<file path="src/rtl/tmds_rx_channel.sv">
// One TMDS lane receiver: aligns the serial stream on control tokens, then decodes each word to VD/CD/VDE.
// Outputs register one clock after a word's last bit; free-running input, no backpressure.
module tmds_rx_channel #(
    parameter int LOCK_COUNT    = 8,
    parameter int TOKEN_TIMEOUT = 1023
) (
    input  logic       clk_TMDS,
    input  logic       rst,
    input  logic       serial_i,
    output logic [7:0] VD_o,
    output logic [1:0] CD_o,
    output logic       VDE_o,
    output logic       word_valid_o,
    output logic       locked_o
);
    localparam int CW = $clog2(LOCK_COUNT + 1);
    localparam int TW = $clog2(TOKEN_TIMEOUT + 1);
    localparam logic [CW-1:0] LOCK_LAST = CW'(LOCK_COUNT);
    localparam logic [TW-1:0] TMO_LAST  = TW'(TOKEN_TIMEOUT);

    typedef enum logic [1:0] {
        S_SEARCH  = 2'd0,
        S_CONFIRM = 2'd1,
        S_LOCKED  = 2'd2
    } state_t;

    state_t state, state_nxt;

    logic [9:0]    win;
    logic [3:0]    ph;
    logic [CW-1:0] cnt;
    logic [TW-1:0] tmo;
    logic [CW-1:0] cnt_inc;
    logic [TW-1:0] tmo_inc;
    logic          boundary;
    logic          is_tok;
    logic [1:0]    tok_cd;
    logic [7:0]    d;
    logic [7:0]    vd_dec;
    logic          tmo_trip;

    // FSM-derived controls for the datapath
    logic acq_start;
    logic cnt_adv;
    logic cnt_clr;
    logic tmo_adv;
    logic tmo_clr;
    logic word_take;

    assign boundary = (ph == 4'd9);
    assign cnt_inc  = cnt + CW'(1);
    assign tmo_inc  = tmo + TW'(1);
    assign tmo_trip = !is_tok && (tmo_inc == TMO_LAST);

    always_comb begin
        is_tok = 1'b1;
        tok_cd = 2'b00;
        case (win)
            10'h354: tok_cd = 2'b00;
            10'h0AB: tok_cd = 2'b01;
            10'h154: tok_cd = 2'b10;
            10'h2AB: tok_cd = 2'b11;
            default: is_tok = 1'b0;
        endcase
    end

    // win[9] undoes the DC-balance inversion, win[8] selects XOR vs XNOR chaining
    always_comb begin
        d         = win[9] ? ~win[7:0] : win[7:0];
        vd_dec    = 8'h00;
        vd_dec[0] = d[0];
        for (int i = 1; i < 8; i++) begin
            vd_dec[i] = win[8] ? (d[i] ^ d[i-1]) : ~(d[i] ^ d[i-1]);
        end
    end

    always_ff @(posedge clk_TMDS or posedge rst) begin
        if (rst) begin
            state <= S_SEARCH;
        end else begin
            state <= state_nxt;
        end
    end

    always_comb begin
        state_nxt = state;
        case (state)
            S_SEARCH: begin
                if (is_tok) begin
                    state_nxt = S_CONFIRM;
                end
            end
            S_CONFIRM: begin
                if (boundary) begin
                    if (!is_tok) begin
                        state_nxt = S_SEARCH;
                    end else if (cnt_inc == LOCK_LAST) begin
                        state_nxt = S_LOCKED;
                    end
                end
            end
            S_LOCKED: begin
                if (boundary && tmo_trip) begin
                    state_nxt = S_SEARCH;
                end
            end
            default: state_nxt = S_SEARCH;
        endcase
    end

    always_comb begin
        acq_start = 1'b0;
        cnt_adv   = 1'b0;
        cnt_clr   = 1'b0;
        tmo_adv   = 1'b0;
        tmo_clr   = 1'b0;
        word_take = 1'b0;
        locked_o  = (state == S_LOCKED);
        case (state)
            S_SEARCH: begin
                acq_start = is_tok;
                tmo_clr   = 1'b1;
            end
            S_CONFIRM: begin
                tmo_clr = 1'b1;
                if (boundary) begin
                    cnt_adv = is_tok;
                    cnt_clr = !is_tok;
                end
            end
            S_LOCKED: begin
                if (boundary) begin
                    if (tmo_trip) begin
                        tmo_clr = 1'b1;
                        cnt_clr = 1'b1;
                    end else begin
                        word_take = 1'b1;
                        tmo_clr   = is_tok;
                        tmo_adv   = !is_tok;
                    end
                end
            end
            default: begin
                tmo_clr = 1'b1;
                cnt_clr = 1'b1;
            end
        endcase
    end

    always_ff @(posedge clk_TMDS or posedge rst) begin
        if (rst) begin
            win <= 10'h000;
            ph  <= 4'd0;
            cnt <= '0;
            tmo <= '0;
        end else begin
            win <= {serial_i, win[9:1]};
            if (acq_start || boundary) begin
                ph <= 4'd0;
            end else begin
                ph <= ph + 4'd1;
            end
            if (acq_start) begin
                cnt <= CW'(1);
            end else if (cnt_clr) begin
                cnt <= '0;
            end else if (cnt_adv) begin
                cnt <= cnt_inc;
            end
            if (tmo_clr) begin
                tmo <= '0;
            end else if (tmo_adv) begin
                tmo <= tmo_inc;
            end
        end
    end

    // VD_o keeps its last data value across tokens; CD_o keeps its last token value across data
    always_ff @(posedge clk_TMDS or posedge rst) begin
        if (rst) begin
            VD_o         <= 8'h00;
            CD_o         <= 2'b00;
            VDE_o        <= 1'b0;
            word_valid_o <= 1'b0;
        end else begin
            word_valid_o <= word_take;
            if (word_take) begin
                VDE_o <= !is_tok;
                if (is_tok) begin
                    CD_o <= tok_cd;
                end else begin
                    VD_o <= vd_dec;
                end
            end
        end
    end

endmodule

</file>
<file path="config.mk">
export PLATFORM = sky130hd
export DESIGN_NAME = tmds_rx_channel
export DESIGN_NICKNAME = d
export VERILOG_FILES = /design/src/rtl/tmds_rx_channel.sv
export SDC_FILE = /design/constraint.sdc
export NUM_CORES = 1
export LEC_CHECK = 0
export BUFFER_PORTS_ARGS = -buffer_cell sky130_fd_sc_hd__buf_4
export CORE_MARGIN = 1.5
export CORE_UTILIZATION = 55
export CTS_CLUSTER_DIAMETER = 60
export DETAILED_ROUTE_END_ITERATION = 8
export PLACE_DENSITY = 0.74
export SLEW_MARGIN = 20
export SYNTH_ARGS = -nofsm -noshare
export SYNTH_HDL_FRONTEND = slang
export SYNTH_SLANG_ARGS = --single-unit
export TNS_END_PERCENT = 30
</file>
<file path="constraint.sdc">
create_clock -name clk_TMDS -period 3 [get_ports clk_TMDS]
set_input_delay 0.6 -clock clk_TMDS [delete_from_list [all_inputs] [get_ports clk_TMDS]]
set_output_delay 0.6 -clock clk_TMDS [all_outputs]
set_load 0.03 [all_outputs]
</file>
### Word level (Yosys, flattened, before mapping)

Index checks and enable logic that the tools add are counted.

| cells by class | value |
|---|---|
| mux-type cells | 38 |
| equal/unequal tests | 13 |
| reduce and logical (&&, ||, !) cells | 11 |
| bitwise logic cells | 16 |
| add/sub/neg operators | 3 |

Operators with widths:

| operator | number |
|---|---|
| $eq A10 B10 Y1 const B | 3 |
| $mux W1 | 23 |
| $mux W10 | 2 |
| $mux W4 | 4 |
| $pmux W2 S3 | 2 |
| $add A10 B1 Y10 const B | 1 |
| $eq A10 B8 Y1 const B | 1 |
| $eq A10 B9 Y1 const B | 1 |
| $mux W2 | 5 |
| $add A4 B1 Y4 const B | 2 |
| $eq A4 B4 Y1 const B | 2 |
| $mux W8 | 1 |
| $not A1 Y1 | 8 |
| $not A8 Y8 | 1 |
| $xor A1 B1 Y1 | 7 |
| $ne A2 B2 Y1 const B | 2 |
| $reduce_and A2 Y1 | 2 |
| $reduce_and A4 Y1 | 1 |
| $reduce_or A4 Y1 | 1 |
| $ne A3 B3 Y1 const B | 1 |
| $pmux W1 S3 | 1 |
| $reduce_bool A3 Y1 | 1 |
| $eq A2 B1 Y1 const B | 1 |
| $eq A2 B2 Y1 const B | 1 |
| 6 further kinds | 7 |

| word-level totals | value |
|---|---|
| register bits | 42 |
| output and inout port bits | 13 |

### Longest topological paths before layout

Gate-level depths: netlist of run 1.

| logic depth | value |
|---|---|
| depth in word-level cells | 10 |
| depth in mapped cells | 9 |
| depth with buffers taken out | 8 |

### Worst setup path before layout of run 1

Ideal clock, no wire load.

| timing path | value |
|---|---|
| path type | register to register |
| start | register win[0] |
| end | register VD_o[0] |
| period minus slack after synthesis | 2,561 ps |
| data required time | 2,875 ps |
| setup slack | 439 ps |
| cell stages (with the launch flop) | 8 |
| library setup time | 125 ps |
| arrival | 2,436 ps |
| cell sequence | dfrtp_1 > or4b_4 > or4_4 > and2_2 > clkbuf_1 > nand2_1 > buf_2 > mux2_2 |

| between the ends | value |
|---|---|
| longest elaborated chain between the ends | 9 |

Ends and longest elaborated chain:

| item | RTL line | text |
|---|---|---|
| start: declaration | 29 | `logic [9:0] win;` |
| start signal: assignment | 157 | `win <= {serial_i, win[9:1]};` |
| $eq A10 B10 Y1, or another cell as far along | 58 | `case (win)` |
| $reduce_or A4 Y1 (no line) | -- |  |
| $mux W1 | 58 |  |
| $logic_not A1 Y1 | 53 | `assign tmo_trip = !is_tok && (tmo_inc == TMO_LAST);` |
| $logic_and A1 B1 Y1 | 53 |  |
| $mux W1 | 133 | `if (tmo_trip) begin` |
| $mux W1 | 132 | `if (boundary) begin` |
| $mux W1 | 119 | `case (state)` |
| $reduce_and A2 Y1 (no line) | -- |  |
| end signal: assignment | 192 | `VD_o <= vd_dec;` |
| end: declaration | 10 | `output logic [7:0] VD_o,` |

Parallel ways exist; a longest one is shown, timed or not.
A chain may end at the register's enable or synchronous reset.

### Worst setup path in the final report of run 1

Ends and elaborated chain as after synthesis.

==> flow_summary.toml, run 1 <==
[route]
dr.pass1.iters = 4
drt-total-wl_mm = 4.05
ant_nets = 0
first_iter_violations = 109
viasPerCell = 5.85
vias = 1586
drt-wirelength-per-cell_um = 14.9
drc = 0

[layout]
drive_gt1_share_pct = 17.0
design_area_sq_um = 2410
fillCellCount = 315
final_nets = 234
fin_util_pct = 64.9
mostFrequentLayoutCell = "dfrtp_1"
antenna_cells = 0
syn2layout_area_growth_pct = 12.1
layout_common_cells = "dfrtp_1 (42), nand2_1 (22), buf_4 (17)"

[global_route]
grt_first_pass_wirelength_mm = 7.06
grt_pass1_vias = 1560
grt_antenna_before_repair = 0
grt_max_degree = 43
grt_overflow = 0
grt_usage_pct = 21.8

[floorplan]
design.die.area_sq_um = 4300
die_h_um = 65.6
die_w_um = 65.6
fp-row-count = 22
io_pins = 16
coreArea_sq_um = 3720
start_util_pct = 57.9

[yosys]
syn_area_sq_um = 2150
synth.largest_area_cell = "dfrtp_1"
synth_edf_count = 0
syn_area_per_cell_sq_um = 10.4
synth.ff_latch_count = 42
synthTopCellsByArea = "dfrtp_1 (49%), ha_1 (5.2%), xor2_1 (4.9%)"
synthArstFlopShare_pct = 100
synthDistinctLibCells = 47
syn-instance-count = 206
synth_top_area_share_pct = 48.8
synth_ff_type = "dfrtp_1"
seq_area_frac_synth_pct = 48.8
synthesis.nets = 218
synth_warnings = 0

[setup_path]
crit_arrival_ps = 2850
path_max_fanout = 16
cp_slowest_cell = "or4b_4"
start_kind = "register"
end_kind = "register"
max_stage_delay_ps = 550
critPathRequiredTime_ps = 3180
critPathTopFamily = "simple AND/OR/NAND/NOR gates"
critical_path_class = "register to register"
path_cells = "or4b_4 -> or4_4 -> and2_2 -> nand2_1 -> mux2_2"
critPathBufInv = 0

[timing]
hold_violations = 0
setup_tns_ps = 0
min_period_ps = 2670
tightest_slew_ps = 530
fmax_mhz = 374
finalSetupViolations = 0
skew_ps = 6.77
slew_headroom_pct = 64.6
drv_slew = 0
rsz0062_at_grt = "no"
fin_ws_ps = 328
period_share_pct = 89.1

[cts]
cts_tree = "yes"
postCtsSetupRepairBufs = 0
cts_max_path_buffers = 2
cts_buffers = 5
cts-hold-fix-buffers = 0
cts_resized = 0
cts_sinks = 42
clk_pin_slew_ps = 80
clockRootBuffer = "clkbuf_8"
clock_latency_ps = 290
htreeDepth = 2

[place]
hpwl_mm = 2.88
post-place-ws_ps = 303
gp_congestion = 0.888
portBuffers = 15
placedInstanceArea_sq_um = 2300

[pwr]
p_leak_nw = 1.07
ir_drop_mv = 0.421
p_per_area_nw_per_um2 = 554

[run_status]
status = "complete, no violations"

[hold_path]
hp-class = "input pin to register"

[run]
cap_violations = 0
[layer usage]
metal	track usage [%]	routed length, um	vias up	part of all wire [%]
met1	26.5	1820	780	45
met4	7.81	53	0	1.3
li1	-	-	767	-
met2	37.5	2030	34	50
met3	5.31	146	5	3.6
met5	0	0	-	0
[final timing paths]
| path | from | end | slack [ps] | cells after the start |
|---|---|---|---|---|
| max in group asynchronous | rst | tmo[2]$_DFFE_PP0P_ | 2190 | 3 |
| min | serial_i | win[9]$_DFF_PP0_ | 410 | 1 |
| min in group asynchronous | rst | VD_o[1]$_DFFE_PP0P_ | 430 | 3 |
| min reg2reg | win[1]$_DFF_PP0_ | win[0]$_DFF_PP0_ | 450 | 0 |
| max reg2reg | win[0]$_DFF_PP0_ | VD_o[0]$_DFFE_PP0P_ | 330 | 5 |
| max | win[0]$_DFF_PP0_ | VD_o[0]$_DFFE_PP0P_ | 330 | 5 |
[through the flow]
stage | total power [mW] | instances | hold WS (ps)
floorplan | 0.843 | 206 | 352
global placement | 0.888 | 263 | 422
detailed placement | 0.907 | 263 | 435
CTS | 1.35 | 271 | 405
global route | 1.42 | 271 | 398
finish | 1.34 | 271 | 413
[flip-flops by register name, indices dropped and copies added (netlist names)]
register,cells
tmo,10
win,10
VD_o,8
cnt,4
ph,4
CD_o,2
state,2
VDE_o,1
word_valid_o,1
[area by class of cell]
class | instances | area (sq um) | area share, %
Sequential cell | 42 | 1050 | 43.6
Multi-Input combinational cell | 150 | 1040 | 43.2
Timing Repair Buffer | 17 | 128 | 5.29
Clock buffer | 6 | 72.6 | 3.01
Tap cell | 48 | 60.1 | 2.49
Clock inverter | 2 | 37.5 | 1.56
Inverter | 6 | 22.5 | 0.934
[where the power goes]
part | switching [mW] | internal (mW)
clock network | 0.190 | 0.248
registers | 0.0416 | 0.609
logic | 0.146 | 0.102
total | 0.378 | 0.958
[synthesized netlist by cell type (2+ instances only)]
| cell | number |
|---|---|
| a31oi_1 | 8 |
| nand2_1 | 22 |
| a21oi_1 | 3 |
| dfrtp_1 | 42 |
| nand2b_1 | 4 |
| o21ai_0 | 11 |
| nand4b_1 | 2 |
| o22ai_1 | 2 |
| nand3b_1 | 5 |
| nor2b_1 | 2 |
| nor3b_1 | 2 |
| ha_1 | 9 |
| and2_1 | 2 |
| inv_1 | 6 |
| nor2_1 | 7 |
| clkbuf_1 | 5 |
| and3_1 | 3 |
| mux2_2 | 9 |
| nand4_1 | 3 |
| xnor2_1 | 8 |
| nand3_1 | 14 |
| xor2_1 | 12 |
[cells by family after synthesis]
group / after synthesis / synth area share (%)
AO/OA/AOI/OAI: 37 / 11.2
XOR/XNOR: 20 / 8.14
adder cells (fa/ha/maj): 9 / 5.23
buffers and inverters: 14 / 2.79
flip-flops: 42 / 48.8
multiplexers: 10 / 5.17
AND/OR/NAND/NOR: 74 / 18.6
Note: power is estimated with default switching activity, not from simulation.
==> inputs of run 2 (changes only) <==
SETUP_SLACK_MARGIN = 0.4   (was not set)
==> flow_summary.toml, run 2 (same netlist as run 1, synthesis figures left out) <==
[setup_path]
critPathLaunch = "win[0]$_DFF_PP0_"
timing.rr.end = "cnt[3]$_DFFE_PP0P_"
cp_slowest_cell = "or4b_4"
max_stage_delay_ps = 550
timing.rr.start = "win[0]$_DFF_PP0_"
end_kind = "register"
crit_arrival_ps = 2790
reg2reg_slack_ps = 440
critPathBufInv = 0
start_kind = "register"
critPathTopFamily = "simple AND/OR/NAND/NOR gates"
critical_path_class = "register to register"
cp_num_cells = 6
path_max_fanout = 5
path_cells = "or4b_4 -> or4_4 -> a211o_1 -> or3_1 -> a21o_1 -> a21oi_2"
critPathRequiredTime_ps = 3230
reg2regPathDepth = 6

[global_route]
grt_pass1_vias = 1563
grt_first_pass_wirelength_mm = 7.08
grt_overflow = 0
grt_antenna_before_repair = 0
grt_usage_pct = 21.8
grt_max_degree = 43

[cts]
cts_tree = "yes"
clk_pin_slew_ps = 80
cts-hold-fix-buffers = 0
clockRootBuffer = "clkbuf_8"
cts_max_path_buffers = 2
cts_sinks = 42
cts_buffers = 5
clock_latency_ps = 290
htreeDepth = 2

[layout]
final_nets = 235
reg_top3 = "tmo (10), win (10), VD_o (8)"
mostFrequentLayoutCell = "dfrtp_1"
layout_common_cells = "dfrtp_1 (42), nand2_1 (21), buf_4 (18)"
drive_gt1_share_pct = 17.9
syn2layout_area_growth_pct = 12.8
antenna_cells = 0
fin_util_pct = 65.3
final_cells = 272
design_area_sq_um = 2430

[timing]
skew_ps = 7.11
period_share_pct = 85.4
slew_headroom_pct = 65.5
tightest_slew_ps = 518
setup_tns_ps = 0
finalSetupViolations = 0
rsz0062_at_grt = "yes"
fin_ws_ps = 439
drv_slew = 0
min_period_ps = 2560
hold_violations = 0
fmax_mhz = 390
whs_ps = 410

[route]
viasPerCell = 5.87
ant_nets = 0
dr.pass1.iters = 4
vias = 1597
drt-wirelength-per-cell_um = 15.1
first_iter_violations = 112
drc = 0
drt-total-wl_mm = 4.10

[hold_path]
worstHoldStart = "serial_i"
hp-class = "input pin to register"
hold_depth = 1
min_to = "win[9]$_DFF_PP0_"

[pwr]
p_per_area_nw_per_um2 = 551
ir_drop_mv = 0.421
p_total_mw = 1.34
p_leak_nw = 1.08

[place]
post-place-ws_ps = 303
numPlacedInstances = 263
portBuffers = 15
placedInstanceArea_sq_um = 2300
hpwl_mm = 2.88
gp_congestion = 0.888

[floorplan]
coreArea_sq_um = 3720
design.die.area_sq_um = 4300
fp-row-count = 22
io_pins = 16
start_util_pct = 57.9
die_h_um = 65.6
die_w_um = 65.6

[run]
cap_violations = 0

[run_status]
status = "complete, no violations"
-- run 2: changes by cell type in the layout (fill, tap and decap cells not counted), sizes merged --
cell	change
buf	+1
-- run 2: power by group --
part,switching (mW),leakage (nW),internal [mW],total [mW]
clock,0.190,0.0514,0.248,0.438
sequential,0.0415,0.546,0.609,0.650
combinational,0.147,0.482,0.102,0.249
-- run 2: worst max-delay path by stage --
| stage | slack, ps | end |
|---|---|---|
| after floorplan | 440 | VD_o[0]$_DFFE_PP0P_ |
| after global placement | 380 | VD_o[5]$_DFFE_PP0P_ |
| after detailed placement | 300 | VD_o[0]$_DFFE_PP0P_ |
| after global routing | 360 | cnt[3]$_DFFE_PP0P_ |
| after CTS | 420 | cnt[3]$_DFFE_PP0P_ |
| final | 440 | cnt[3]$_DFFE_PP0P_ |
-- run 2: layout make-up --
class                           count  area [sq um]
Clock inverter                      2          37.5
Multi-Input combinational cell    150          1050
Timing Repair Buffer               18           135
Inverter                            6          22.5
Sequential cell                    42          1050
Fill cell                         318          1290
Clock buffer                        6          72.6
Tap cell                           48          60.1
-- run 2: layer usage --
| metal | routed length [um] | up-vias | GRT usage (%) | part of all wire [%] |
|---|---|---|---|---|
| met5 | 0 | - | 0 | 0 |
| met4 | 52 | 0 | 7.81 | 1.3 |
| met3 | 153 | 5 | 5.31 | 3.7 |
| met2 | 2090 | 33 | 37.6 | 51 |
| met1 | 1800 | 789 | 26.5 | 44 |
| li1 | - | 770 | - | - |
-- run 2: repair_timing --
action,in CTS,in global routing
resized for setup,1,1
pin swaps,0,1
endpoints found under the setup margin,8,9
setup buffers,0,1
